===== src/rtl/vedic_pkg.sv =====
// Shared definitions for the sequential Vedic 16x16 multiplier: controller states,
// the default half-operand width and the partial-product alignment shifts.
package vedic_pkg;

   localparam int VEDIC_HALF_W = 8;

   localparam int SH_0   = 0;
   localparam int SH_MID = VEDIC_HALF_W;
   localparam int SH_HI  = 2 * VEDIC_HALF_W;

   typedef enum logic [2:0] {
      IDLE  = 3'd0,
      PP_LL = 3'd1,
      PP_HL = 3'd2,
      PP_LH = 3'd3,
      PP_HH = 3'd4,
      DONE  = 3'd5
   } state_e;

endpackage


===== src/rtl/mul8x8_pp.sv =====
// Combinational HALF_W x HALF_W unsigned partial-product multiplier, built as a
// Vedic (Urdhva-Tiryagbhyam) tree of 2x2 cells when HALF_W is 8.
module mul8x8_pp #(
   parameter int HALF_W = 8
) (
   input  logic [HALF_W-1:0]   op_a_i,
   input  logic [HALF_W-1:0]   op_b_i,
   output logic [2*HALF_W-1:0] pp_o
);

   function automatic logic [3:0] vedic2(input logic [1:0] x, input logic [1:0] y);
      logic s1, c1, s2, c2;
      s1 = (x[1] & y[0]) ^ (x[0] & y[1]);
      c1 = (x[1] & y[0]) & (x[0] & y[1]);
      s2 = (x[1] & y[1]) ^ c1;
      c2 = (x[1] & y[1]) & c1;
      return {c2, s2, s1, x[0] & y[0]};
   endfunction

   function automatic logic [7:0] vedic4(input logic [3:0] x, input logic [3:0] y);
      logic [7:0] q0, q1, q2, q3;
      q0 = {4'b0, vedic2(x[1:0], y[1:0])};
      q1 = {4'b0, vedic2(x[3:2], y[1:0])};
      q2 = {4'b0, vedic2(x[1:0], y[3:2])};
      q3 = {4'b0, vedic2(x[3:2], y[3:2])};
      return q0 + (q1 << 2) + (q2 << 2) + (q3 << 4);
   endfunction

   function automatic logic [15:0] vedic8(input logic [7:0] x, input logic [7:0] y);
      logic [15:0] q0, q1, q2, q3;
      q0 = {8'b0, vedic4(x[3:0], y[3:0])};
      q1 = {8'b0, vedic4(x[7:4], y[3:0])};
      q2 = {8'b0, vedic4(x[3:0], y[7:4])};
      q3 = {8'b0, vedic4(x[7:4], y[7:4])};
      return q0 + (q1 << 4) + (q2 << 4) + (q3 << 8);
   endfunction

   // Non-default widths fall back to a plain multiplier rather than a Vedic tree.
   generate
      if (HALF_W == 8) begin : g_vedic
         assign pp_o = vedic8(op_a_i, op_b_i);
      end else begin : g_generic
         assign pp_o = {{HALF_W{1'b0}}, op_a_i} * {{HALF_W{1'b0}}, op_b_i};
      end
   endgenerate

endmodule


===== src/rtl/vedic_mul16_seq_ctrl.sv =====
// Sequential 16x16 unsigned multiplier: one shared 8x8 Vedic partial-product
// multiplier and a 2W-bit accumulator, four partial products over four cycles.
module vedic_mul16_seq_ctrl
   import vedic_pkg::*;
#(
   parameter int HALF_W = VEDIC_HALF_W
) (
   input  logic                  clk,
   input  logic                  rst_n,
   input  logic                  in_valid,
   output logic                  in_ready,
   input  logic [2*HALF_W-1:0]   a,
   input  logic [2*HALF_W-1:0]   b,
   output logic                  out_valid,
   input  logic                  out_ready,
   output logic [4*HALF_W-1:0]   product
);

   localparam int W = 2 * HALF_W;

   state_e              state_q, state_d;
   logic [W-1:0]        a_q, a_d;
   logic [W-1:0]        b_q, b_d;
   logic [2*W-1:0]      acc_q, acc_d;

   logic [HALF_W-1:0]   sel_a, sel_b;
   logic [W-1:0]        pp;
   logic [2*W-1:0]      pp_ext;
   logic [2*W-1:0]      addend;

   mul8x8_pp #(
      .HALF_W (HALF_W)
   ) u_pp (
      .op_a_i (sel_a),
      .op_b_i (sel_b),
      .pp_o   (pp)
   );

   assign pp_ext = {{W{1'b0}}, pp};

   always_ff @(posedge clk or negedge rst_n) begin
      if (!rst_n) begin
         state_q <= IDLE;
         a_q     <= '0;
         b_q     <= '0;
         acc_q   <= '0;
      end else begin
         state_q <= state_d;
         a_q     <= a_d;
         b_q     <= b_d;
         acc_q   <= acc_d;
      end
   end

   // The accumulator never wraps: each running sum is bounded by (2^W-1)^2.
   always_comb begin
      state_d = state_q;
      a_d     = a_q;
      b_d     = b_q;
      acc_d   = acc_q;
      sel_a   = a_q[HALF_W-1:0];
      sel_b   = b_q[HALF_W-1:0];
      addend  = '0;
      unique case (state_q)
         IDLE: begin
            if (in_valid) begin
               a_d     = a;
               b_d     = b;
               acc_d   = '0;
               state_d = PP_LL;
            end
         end
         PP_LL: begin
            addend  = pp_ext << SH_0;
            acc_d   = acc_q + addend;
            state_d = PP_HL;
         end
         PP_HL: begin
            sel_a   = a_q[W-1:HALF_W];
            addend  = pp_ext << SH_MID;
            acc_d   = acc_q + addend;
            state_d = PP_LH;
         end
         PP_LH: begin
            sel_b   = b_q[W-1:HALF_W];
            addend  = pp_ext << SH_MID;
            acc_d   = acc_q + addend;
            state_d = PP_HH;
         end
         PP_HH: begin
            sel_a   = a_q[W-1:HALF_W];
            sel_b   = b_q[W-1:HALF_W];
            addend  = pp_ext << SH_HI;
            acc_d   = acc_q + addend;
            state_d = DONE;
         end
         DONE: begin
            if (out_ready) state_d = IDLE;
         end
         default: state_d = IDLE;
      endcase
   end

   assign in_ready  = (state_q == IDLE);
   assign out_valid = (state_q == DONE);
   assign product   = acc_q;

endmodule


===== config.mk =====
export PLATFORM = sky130hd
export DESIGN_NAME = vedic_mul16_seq_ctrl
export DESIGN_NICKNAME = d
export VERILOG_FILES = /design/src/rtl/vedic_pkg.sv /design/src/rtl/mul8x8_pp.sv /design/src/rtl/vedic_mul16_seq_ctrl.sv
export SDC_FILE = /design/constraint.sdc
export NUM_CORES = 1
export LEC_CHECK = 0
export BUFFER_PORTS_ARGS = -buffer_cell sky130_fd_sc_hd__buf_4
export CAP_MARGIN = 20
export CELL_PAD_IN_SITES_DETAIL_PLACEMENT = 1
export CELL_PAD_IN_SITES_GLOBAL_PLACEMENT = 1
export CORE_MARGIN = 1.5
export CORE_UTILIZATION = 47
export CTS_BUF_LIST = sky130_fd_sc_hd__clkbuf_4 sky130_fd_sc_hd__clkbuf_8 sky130_fd_sc_hd__clkbuf_16
export CTS_CLUSTER_SIZE = 10
export DETAILED_ROUTE_END_ITERATION = 6
export PLACE_DENSITY = 0.93
export SETUP_SLACK_MARGIN = 0.4
export SLEW_MARGIN = 10
export SYNTH_ARGS = -nofsm -noshare
export SYNTH_HDL_FRONTEND = slang
export SYNTH_SLANG_ARGS = --single-unit

===== constraint.sdc =====
create_clock -name clk -period 11.5 [get_ports clk]
set_input_delay 1.725 -clock clk [delete_from_list [all_inputs] [get_ports clk]]
set_output_delay 1.725 -clock clk [all_outputs]
set_load 0.02 [all_outputs]

==> Word-level counts from Yosys, hierarchy flattened <==
Cells that the tools add are included.
{ "classes": {"bitwise": 128, "n_reduce_logical": 8, "n_addsub": 18, "n_eq_ne": 7, "muxes": 7} }
{ "op_table": {"columns": ["operator", "count"], "rows": [
  ["32-bit one-hot mux with 4 select lines", 1],
  ["1-bit bitwise AND", 96],
  ["32-bit by 16-bit adder with 32-bit output", 1],
  ["32-bit by 24-bit adder with 32-bit output", 1],
  ["32-bit adder", 1],
  ["8-bit by 6-bit adder with 8-bit output", 4],
  ["8-bit adder", 4],
  ["32-bit 2-to-1 mux", 1],
  ["1-bit XOR", 32],
  ["4-bit by 6-bit adder with 7-bit output", 4],
  ["3-bit one-hot mux with 6 select lines", 1],
  ["14-bit by 16-bit adder with 16-bit output", 1],
  ["8-bit 2-to-1 mux", 2],
  ["13-bit by 12-bit adder with 14-bit output", 1],
  ["8-bit by 12-bit adder with 13-bit output", 1],
  ["3-bit by 2-bit equality test with 1-bit output, second input constant", 2],
  ["3-bit equality test, second input constant", 2],
  ["3-bit 2-to-1 mux", 2],
  ["2-bit AND reduction", 3],
  ["2-bit OR reduction", 3],
  ["4-bit nonzero test", 1],
  ["3-bit by 1-bit equality test with 1-bit output, second input constant", 1],
  ["3-bit zero test", 1],
  ["2-bit by 1-bit inequality test with 1-bit output, second input constant", 1],
  ["2-bit inequality test, second input constant", 1]
]} }
{ "word_totals": {"ff_bits": 67, "inputBits": 36, "output_inout_bits": 34, "elab_cells": 172} }

==> Depth between registers and ports, before layout <==
Gate-level depths: netlist of the first run.
{ "logic_depth": {"depth_word": 14, "depth_mapped": 39, "mapped_depth_nobuf": 38} }

==> Hierarchy <==
From an unflattened synthesis of the first run, not the netlist that was laid out.
{ "hier_totals": {"cells_unflattened": 890, "area_unflattened_um2": 8056.5} }
{ "by_module_without_submodules": {"columns": ["module", "seq_area_each_um2", "area_per_inst_um2", "cells_each", "instances"], "rows": [
  ["vedic_mul16_seq_ctrl", 1676.6, 5506.5, 586, 1],
  ["mul8x8_pp", 0.0, 2549.9, 304, 1]
]} }

==> Worst setup path after synthesis of the first run <==
OpenSTA, ideal clock, no wires.
{ "synth_path": {"path_type": "reg-to-reg", "from": "reg state_q[2]", "to": "reg acc_q[23], in the netlist product[23]", "slack_ps": 3388, "path_stages_with_launch": 39, "period_less_slack_ps": 8112, "setup_time_ps": 134, "arrival_time_ps": 7978, "path_buffers": 1, "t_required_ps": 11366, "cell_sequence": "dfrtp_1 -> buf_2 -> nand2b_1 -> a21oi_2 -> mux2i_1 -> nor2_1 -> ha_1 -> ha_1 -> ha_1 -> inv_1 -> fa_1 -> xor2_1 -> fa_1 -> inv_1 -> ha_1 -> a21o_1 -> a21oi_1 -> xor2_1 -> [... 3 more ...] -> a21o_1 -> a21oi_1 -> o21bai_1 -> a21oi_1 -> o21bai_1 -> a21oi_1 -> nor2b_1 -> o21ai_0 -> xnor2_1 -> ha_1 -> a21o_1 -> a21oi_1 -> nand3_1 -> o21ai_4 -> nor4_2 -> xor2_1 -> a222oi_1 -> o21ai_1"} }
{ "synth_between": {"elab_chain_cells": 14, "elab_cells_between_ends": 160, "classes_between": "18 x add/sub; 5 x eq/ne; 3 x mux; 128 x bitwise; 6 x reduce/logical"} }
{ "synth_rtl": {"columns": ["item", "line_no", "source"], "rows": [
  ["start, declared", "vedic_mul16_seq_ctrl.sv:21", "state_e state_q, state_d;"],
  ["start signal, assigned", "vedic_mul16_seq_ctrl.sv:48", "state_q <= state_d;"],
  ["3-bit equality test or 3-bit by 2-bit equality test with 1-bit output (tied branches)", "vedic_mul16_seq_ctrl.sv:64", "unique case (state_q)"],
  ["2-bit OR reduction (no source line)", null, null],
  ["8-bit 2-to-1 mux", "vedic_mul16_seq_ctrl.sv:64", null],
  ["1-bit bitwise AND", "mul8x8_pp.sv:13, mul8x8_pp.sv:14", null],
  ["1-bit bitwise AND", "mul8x8_pp.sv:14", "c1 = (x[1] & y[0]) & (x[0] & y[1]);"],
  ["1-bit XOR or 1-bit bitwise AND (tied branches)", "mul8x8_pp.sv:15, mul8x8_pp.sv:16", null],
  ["4-bit by 6-bit adder with 7-bit output", "mul8x8_pp.sv:26", "return q0 + (q1 << 2) + (q2 << 2) + (q3 << 4);"],
  ["8-bit by 6-bit adder with 8-bit output", "mul8x8_pp.sv:26", null],
  ["8-bit adder", "mul8x8_pp.sv:26", null],
  ["8-bit by 12-bit adder with 13-bit output", "mul8x8_pp.sv:35", "return q0 + (q1 << 4) + (q2 << 4) + (q3 << 8);"],
  ["13-bit by 12-bit adder with 14-bit output", "mul8x8_pp.sv:35", null],
  ["14-bit by 16-bit adder with 16-bit output", "mul8x8_pp.sv:35", null],
  ["32-bit adder (tied with other cells)", "vedic_mul16_seq_ctrl.sv:94", "acc_d = acc_q + addend;"],
  ["32-bit one-hot mux with 4 select lines", "vedic_mul16_seq_ctrl.sv:64", null],
  ["end signal, assigned", "vedic_mul16_seq_ctrl.sv:46", "acc_q <= '0;"],
  ["end signal, assigned", "vedic_mul16_seq_ctrl.sv:51", "acc_q <= acc_d;"],
  ["end, declared", "vedic_mul16_seq_ctrl.sv:24", "logic [2*W-1:0] acc_q, acc_d;"]
]} }
Several ways; a longest one is shown, not always the timed one.
A chain may end at the register's enable or synchronous reset.

==> Worst setup path after layout of the first run <==
Ends and elaborated chain as after synthesis.

==> metrics, run 1 <==
status=completed; final WL=29.07 mm; largest family of logic cells by synthesized area=adder cells; Vias=7593; FF-to-FF path depth=37; Synth Area in Compound Gates=0.1779; data required time of the critical path=11730 ps; final setup TNS=0 ps; die area=17890 um2; Post-Synth XOR/XNOR Area=0.07413; Final Net Count=1178; post-synthesis mux area share=0.06728; IO Port Bufs=69; GRT Residual Overflow=0; hold path start=a_q[4]$_DFFE_PN0P_; core box area=16640 um2; Slew @ Worst Pin=1161 ps; Hold Path Sink=a_q[4]$_DFFE_PN0P_; worst hold path depth=1; Max stage delay on crit path=860 ps; Initial Utilization=0.4827; layout cells sized above 1=0.1444; Final Hold Viols=0; worst-case clock buffer depth=2; WS Path Type=flop to flop; critical path's most frequent cell=ha_1; Clock Sinks=67; worst-path fanout max=10; register-to-register setup slack=1320 ps; Mapped Area=8034 um2; flip-flop and latch count after synthesis=67; post-synth net total=1106; ys async rst share=1.000; min Tclk post-route=10180 ps; # DRC=0; Post-CTS Setup Inserts=0; post-CTS sizing=0; fmax=98.25 MHz; Total GRT Usage=0.3344; DRT iter0 DRCs=562; vias in the first global route=8391; row cnt=47; Warnings, synthesis=0; simple-gate share of the synthesized area=0.1575; H-tree depth=3; Via density=6.239; Crit Reg-Reg Startpoint=state_q[2]$_DFFE_PN0P_; Avg Cell Area, Syn=8.733 um2; CP startpoint kind=flop; Setup crit end kind=flop; Area Growth Syn to Fin=14.06%; global-route wire length before repair=45.84 mm; Yosys cell types=76; # Max-Cap Violations=0; CTS Hold Bufs=0; HP Class=flop to flop; HPWL Detailed=21.93 mm; largest net degree at the start of global routing=68; Worst Skew=7.766 ps; die width=133.7 um; Post-synth EDFFs=0; Reg-to-Reg End=product[23]$_DFFE_PN0P_; Clock Root Buffer=clkbuf_16; DR WL/cell=23.88 um; adder-cell share of the synthesized area=0.2616; period utilization=0.8851; initial antenna violation count=0; Syn Inst Count=920; # setup viols final=0; Clk pin slew, worst setup/hold paths=60 ps; Fillers=1984; RSZ-0062 raised after global routing=no; hold slack=497.2 ps; post-synthesis sequential area ratio=0.2087; number of diodes=0; final slew viol count=0; # IOs=70; Main synth FF type=dfrtp_1; GP Congestion=0.8856; CTS tree=built; die height=133.7 um; Slew HR=0.2254; Slowest cell on crit path=mux2i_1; total CTS buffers=9; clk_lat worst skew=360 ps; Antenna Nets Post-Route=0; CP arrival=10410 ps; First-pass DRT Iterations=4
[Yosys cell counts, types with 5 or more instances]
library cell | instances | share of area
a211oi_1 | 6 | 0.0056
a21o_1 | 21 | 0.020
a21oi_1 | 45 | 0.028
a22oi_1 | 7 | 0.0065
a31oi_1 | 6 | 0.0047
and2_1 | 5 | 0.0039
and3_1 | 6 | 0.0047
clkbuf_1 | 13 | 0.0061
dfrtp_1 | 67 | 0.21
fa_1 | 30 | 0.075
ha_1 | 120 | 0.19
inv_1 | 95 | 0.044
mux2_2 | 29 | 0.041
mux2i_1 | 18 | 0.022
nand2_1 | 62 | 0.029
nand2b_1 | 17 | 0.013
nand3_1 | 20 | 0.012
nor2_1 | 102 | 0.048
nor2b_1 | 11 | 0.0086
nor3_1 | 13 | 0.0081
o2111ai_1 | 5 | 0.0055
o21ai_0 | 43 | 0.027
o21ai_1 | 5 | 0.0031
o21bai_1 | 6 | 0.0056
o221ai_1 | 5 | 0.0055
or2_2 | 9 | 0.0070
xnor2_1 | 39 | 0.043
xor2_1 | 29 | 0.032
[registers in the layout (all words and copies together) (netlist names)]
register	cells
product	32
a_q	16
b_q	16
state_q	3
[logic make-up (layout without fill, tap and decap cells)]
kind of cell | after synthesis | count (layout)
mux | 50 | 50
buf+inv | 112 | 189
simple gates | 268 | 268
compound gates | 205 | 205
xor+xnor | 68 | 68
fa+ha+maj | 150 | 150
flops | 67 | 67
[how the worst max path moves through the flow]
stage                                 startpoint  slack (ps)                      end
final                     state_q[2]$_DFFE_PN0P_        1320  product[23]$_DFFE_PN0P_
after global routing      state_q[2]$_DFFE_PN0P_         820  product[23]$_DFFE_PN0P_
after CTS                 state_q[2]$_DFFE_PN0P_        1410  product[23]$_DFFE_PN0P_
after detailed placement  state_q[2]$_DFFE_PN0P_        1740  product[23]$_DFFE_PN0P_
after global placement    state_q[2]$_DFFE_PN0P_        2440  product[23]$_DFFE_PN0P_
after floorplan           state_q[2]$_DFFE_PN0P_        3390  product[23]$_DFFE_PN0P_
[final cells by class]
cell class | count | area, um2 | share of cell area
Clock buffer | 11 | 252.7 | 0.02758
Clock inverter | 5 | 85.08 | 0.009285
Inverter | 95 | 356.6 | 0.03891
Multi-Input combinational cell | 741 | 5932 | 0.6473
Sequential cell | 67 | 1677 | 0.1830
Tap cell | 220 | 275.3 | 0.03004
Timing Repair Buffer | 78 | 585.6 | 0.06390
[worst max-delay path: cells and delay by family (launching register included)]
| family | cells | cell delay [ps] |
|---|---|---|
| buffers and inverters | 3 | 240 |
| XOR/XNOR | 4 | 840 |
| flip-flops | 1 | 500 |
| adder cells (fa/ha/maj) | 9 | 3290 |
| AO/OA/AOI/OAI | 15 | 3470 |
| AND/OR/NAND/NOR | 5 | 840 |
| multiplexers | 1 | 860 |
[layer usage]
| layer | track usage | vias up | wire (um) |
|---|---|---|---|
| met3 | 0.07116 | 130 | 1835 |
| met1 | 0.3737 | 3764 | 10900 |
| li1 | - | 3379 | - |
| met4 | 0.2083 | 0 | 1693 |
| met2 | 0.5799 | 320 | 14630 |
| met5 | 0 | - | 0 |
[stage by stage]
stage,cell area (um2),worst slack (ps),utilization,instances
5_1_grt,9164,824.3,0.5506,1217
2_1_floorplan,8034,3388,-,920
4_1_cts,9164,1410,0.5506,1217
6_report,9164,1322,0.5506,1217
3_3_place_gp,8826,2437,0.5303,1201
3_5_place_dp,8826,1737,0.5303,1201
[cell usage in the layout, fill, tap and decap left out, drive strengths merged, types with 18 or more instances in the layout]
cell type | synthesis | final
a21o | 21 | 21
a21oi | 47 | 47
buf | 4 | 78
dfrtp | 67 | 67
fa | 30 | 30
ha | 120 | 120
inv | 95 | 95
mux2 | 32 | 32
mux2i | 18 | 18
nand2 | 62 | 62
nand3 | 20 | 20
nor2 | 102 | 102
o21ai | 50 | 50
xnor2 | 39 | 39
xor2 | 29 | 29
Power of run 1 is not shown: default switching activity piles up to over one toggle a cycle in this logic, so the estimate is an artifact.
==> inputs of run 2 (changes only) <==
Clock period 11.5 ns to 10.5 ns, I/O delays scaled along.
==> run 2 against run 1 <==
Effect of this change: critical path depth shrank 2; clock skew grew 2.4 ps; critical endpoint unchanged; worst hold slack worse by 2.8 ps; non-clock buffer count rose by 2; via count increased by 0.70%; flip-flop and latch count did not move; highest routed layer unchanged; wire length decreased by 1.6%; register-to-register slack got worse by 450 ps; core utilization down 0.13 points; clock-buffer cell count decreased by 1; global-route usage down 0.78 points.
==> metrics, run 2 (synthesized netlist as in run 1, its figures left out) <==
register area=1677 um2; multi-input logic area=5949 um2; most frequent cells in the layout=ha_1 (120), nor2_1 (102), inv_1 (95); CP startpoint kind=flop; status=completed; commonest non-fill, non-tap cell in the layout=ha_1; GRT Residual Overflow=0; Slew HR=0.2277; CTS tree=built; IO Port Bufs=69; period utilization=0.9173; Via density=6.278; Clk pin slew, worst setup/hold paths=60 ps; number of diodes=0; fin worst setup slack=868.8 ps; Initial Utilization=0.4827; clk_lat worst skew=360 ps; Antenna Nets Post-Route=0; Final Net Count=1180; Final Hold Viols=0; final setup TNS=0 ps; vias in the first global route=8310; CP arrival=9860 ps; GP Congestion=0.9410; placed cells=1202; # Max-Cap Violations=0; row cnt=47; # DRC=0; dpl cell area=8833 um2; Setup crit end kind=flop; CTS Hold Bufs=0; layout cells sized above 1=0.1503; HP Class=flop to flop; First-pass DRT Iterations=5; HPWL Detailed=21.10 mm; min Tclk post-route=9631 ps; worst-path fanout max=10; Clock Sinks=67; CP Buf/Inv Count=2; Fillers=1953; # setup viols final=0; Total GRT Usage=0.3265; DRT iter0 DRCs=573; die height=133.7 um; Slowest cell on crit path=mux2i_2; post-route cell area=9143 um2; global-route wire length before repair=45.00 mm; Worst Skew=10.20 ps; die area=17890 um2; DR WL/cell=23.48 um; max reg flops=32; WS Path Type=flop to flop; H-tree depth=3; Max stage delay on crit path=610 ps; Slew @ Worst Pin=1158 ps; largest net degree at the start of global routing=68; Vias=7646; data required time of the critical path=10730 ps; Clock Root Buffer=clkbuf_16; final slew viol count=0; Area Growth Syn to Fin=13.80%; worst-case clock buffer depth=2; # IOs=70; total CTS buffers=9; register-to-register setup slack=870 ps; Layout Cells excl Fill=1218; die width=133.7 um; CP delay by family, top=compound AO/OA/AOI/OAI gates; final WL=28.60 mm; fmax=103.8 MHz; initial antenna violation count=0; core box area=16640 um2; RSZ-0062 raised after global routing=no; Place WS=910.6 ps
-- run 2: cell count changes in the layout (fill, tap and decap cells not counted), sizes merged --
cell,delta
clkbuf,-1
clkinv,+2
bufinv,-2
buf,+2
-- run 2: per-layer routing --
| layer | wire length (um) | global-route usage |
|---|---|---|
| met5 | 0 | 0 |
| met4 | 1906 | 0.2252 |
| met3 | 1635 | 0.05137 |
| met2 | 13820 | 0.5441 |
| met1 | 11230 | 0.3860 |
-- run 2: cell type report --
class / instances / area share
Clock inverter: 5 / 0.003421
Clock buffer: 10 / 0.02546
Multi-Input combinational cell: 741 / 0.6507
Timing Repair Buffer: 80 / 0.06788
Tap cell: 220 / 0.03011
Sequential cell: 67 / 0.1834
Inverter: 95 / 0.03900
-- run 2: metrics by stage --
stage	hold WS, ps	util
6_report	494.4	0.5494
5_1_grt	527.9	0.5494
4_1_cts	492.6	0.5467
3_5_place_dp	479.1	0.5308
3_3_place_gp	467.8	0.5308
2_1_floorplan	457.4	-
-- run 2: what timing repair did --
item,CTS,global route
resized for setup,0,5
endpoints found under the setup margin,0,7
buffers inserted,0,0
-- run 2: path summary, 6_finish.rpt --
check,depth (start not counted),endpoint,from
hold reg to reg,1,a_q[13]$_DFFE_PN0P_,a_q[13]$_DFFE_PN0P_
hold / removal,1,a_q[13]$_DFFE_PN0P_,a_q[13]$_DFFE_PN0P_
max in group asynchronous,1,product[2]$_DFFE_PN0P_,rst_n
setup / recovery,35,product[23]$_DFFE_PN0P_,state_q[2]$_DFFE_PN0P_
setup reg to reg,35,product[23]$_DFFE_PN0P_,state_q[2]$_DFFE_PN0P_
min in group asynchronous,1,b_q[0]$_DFFE_PN0P_,rst_n
-- run 2: worst reg2reg max path, delay by kind of cell, from the launching register on --
| kind | cells | cell delay (ps) |
|---|---|---|
| AO/OA/AOI/OAI | 15 | 3500 |
| XOR/XNOR | 4 | 890 |
| adder cells (fa/ha/maj) | 9 | 3380 |
| buffers and inverters | 2 | 130 |
| flip-flops | 1 | 480 |
| multiplexers | 1 | 610 |
| AND/OR/NAND/NOR | 4 | 520 |
Power of run 2 is left out for the same reason.
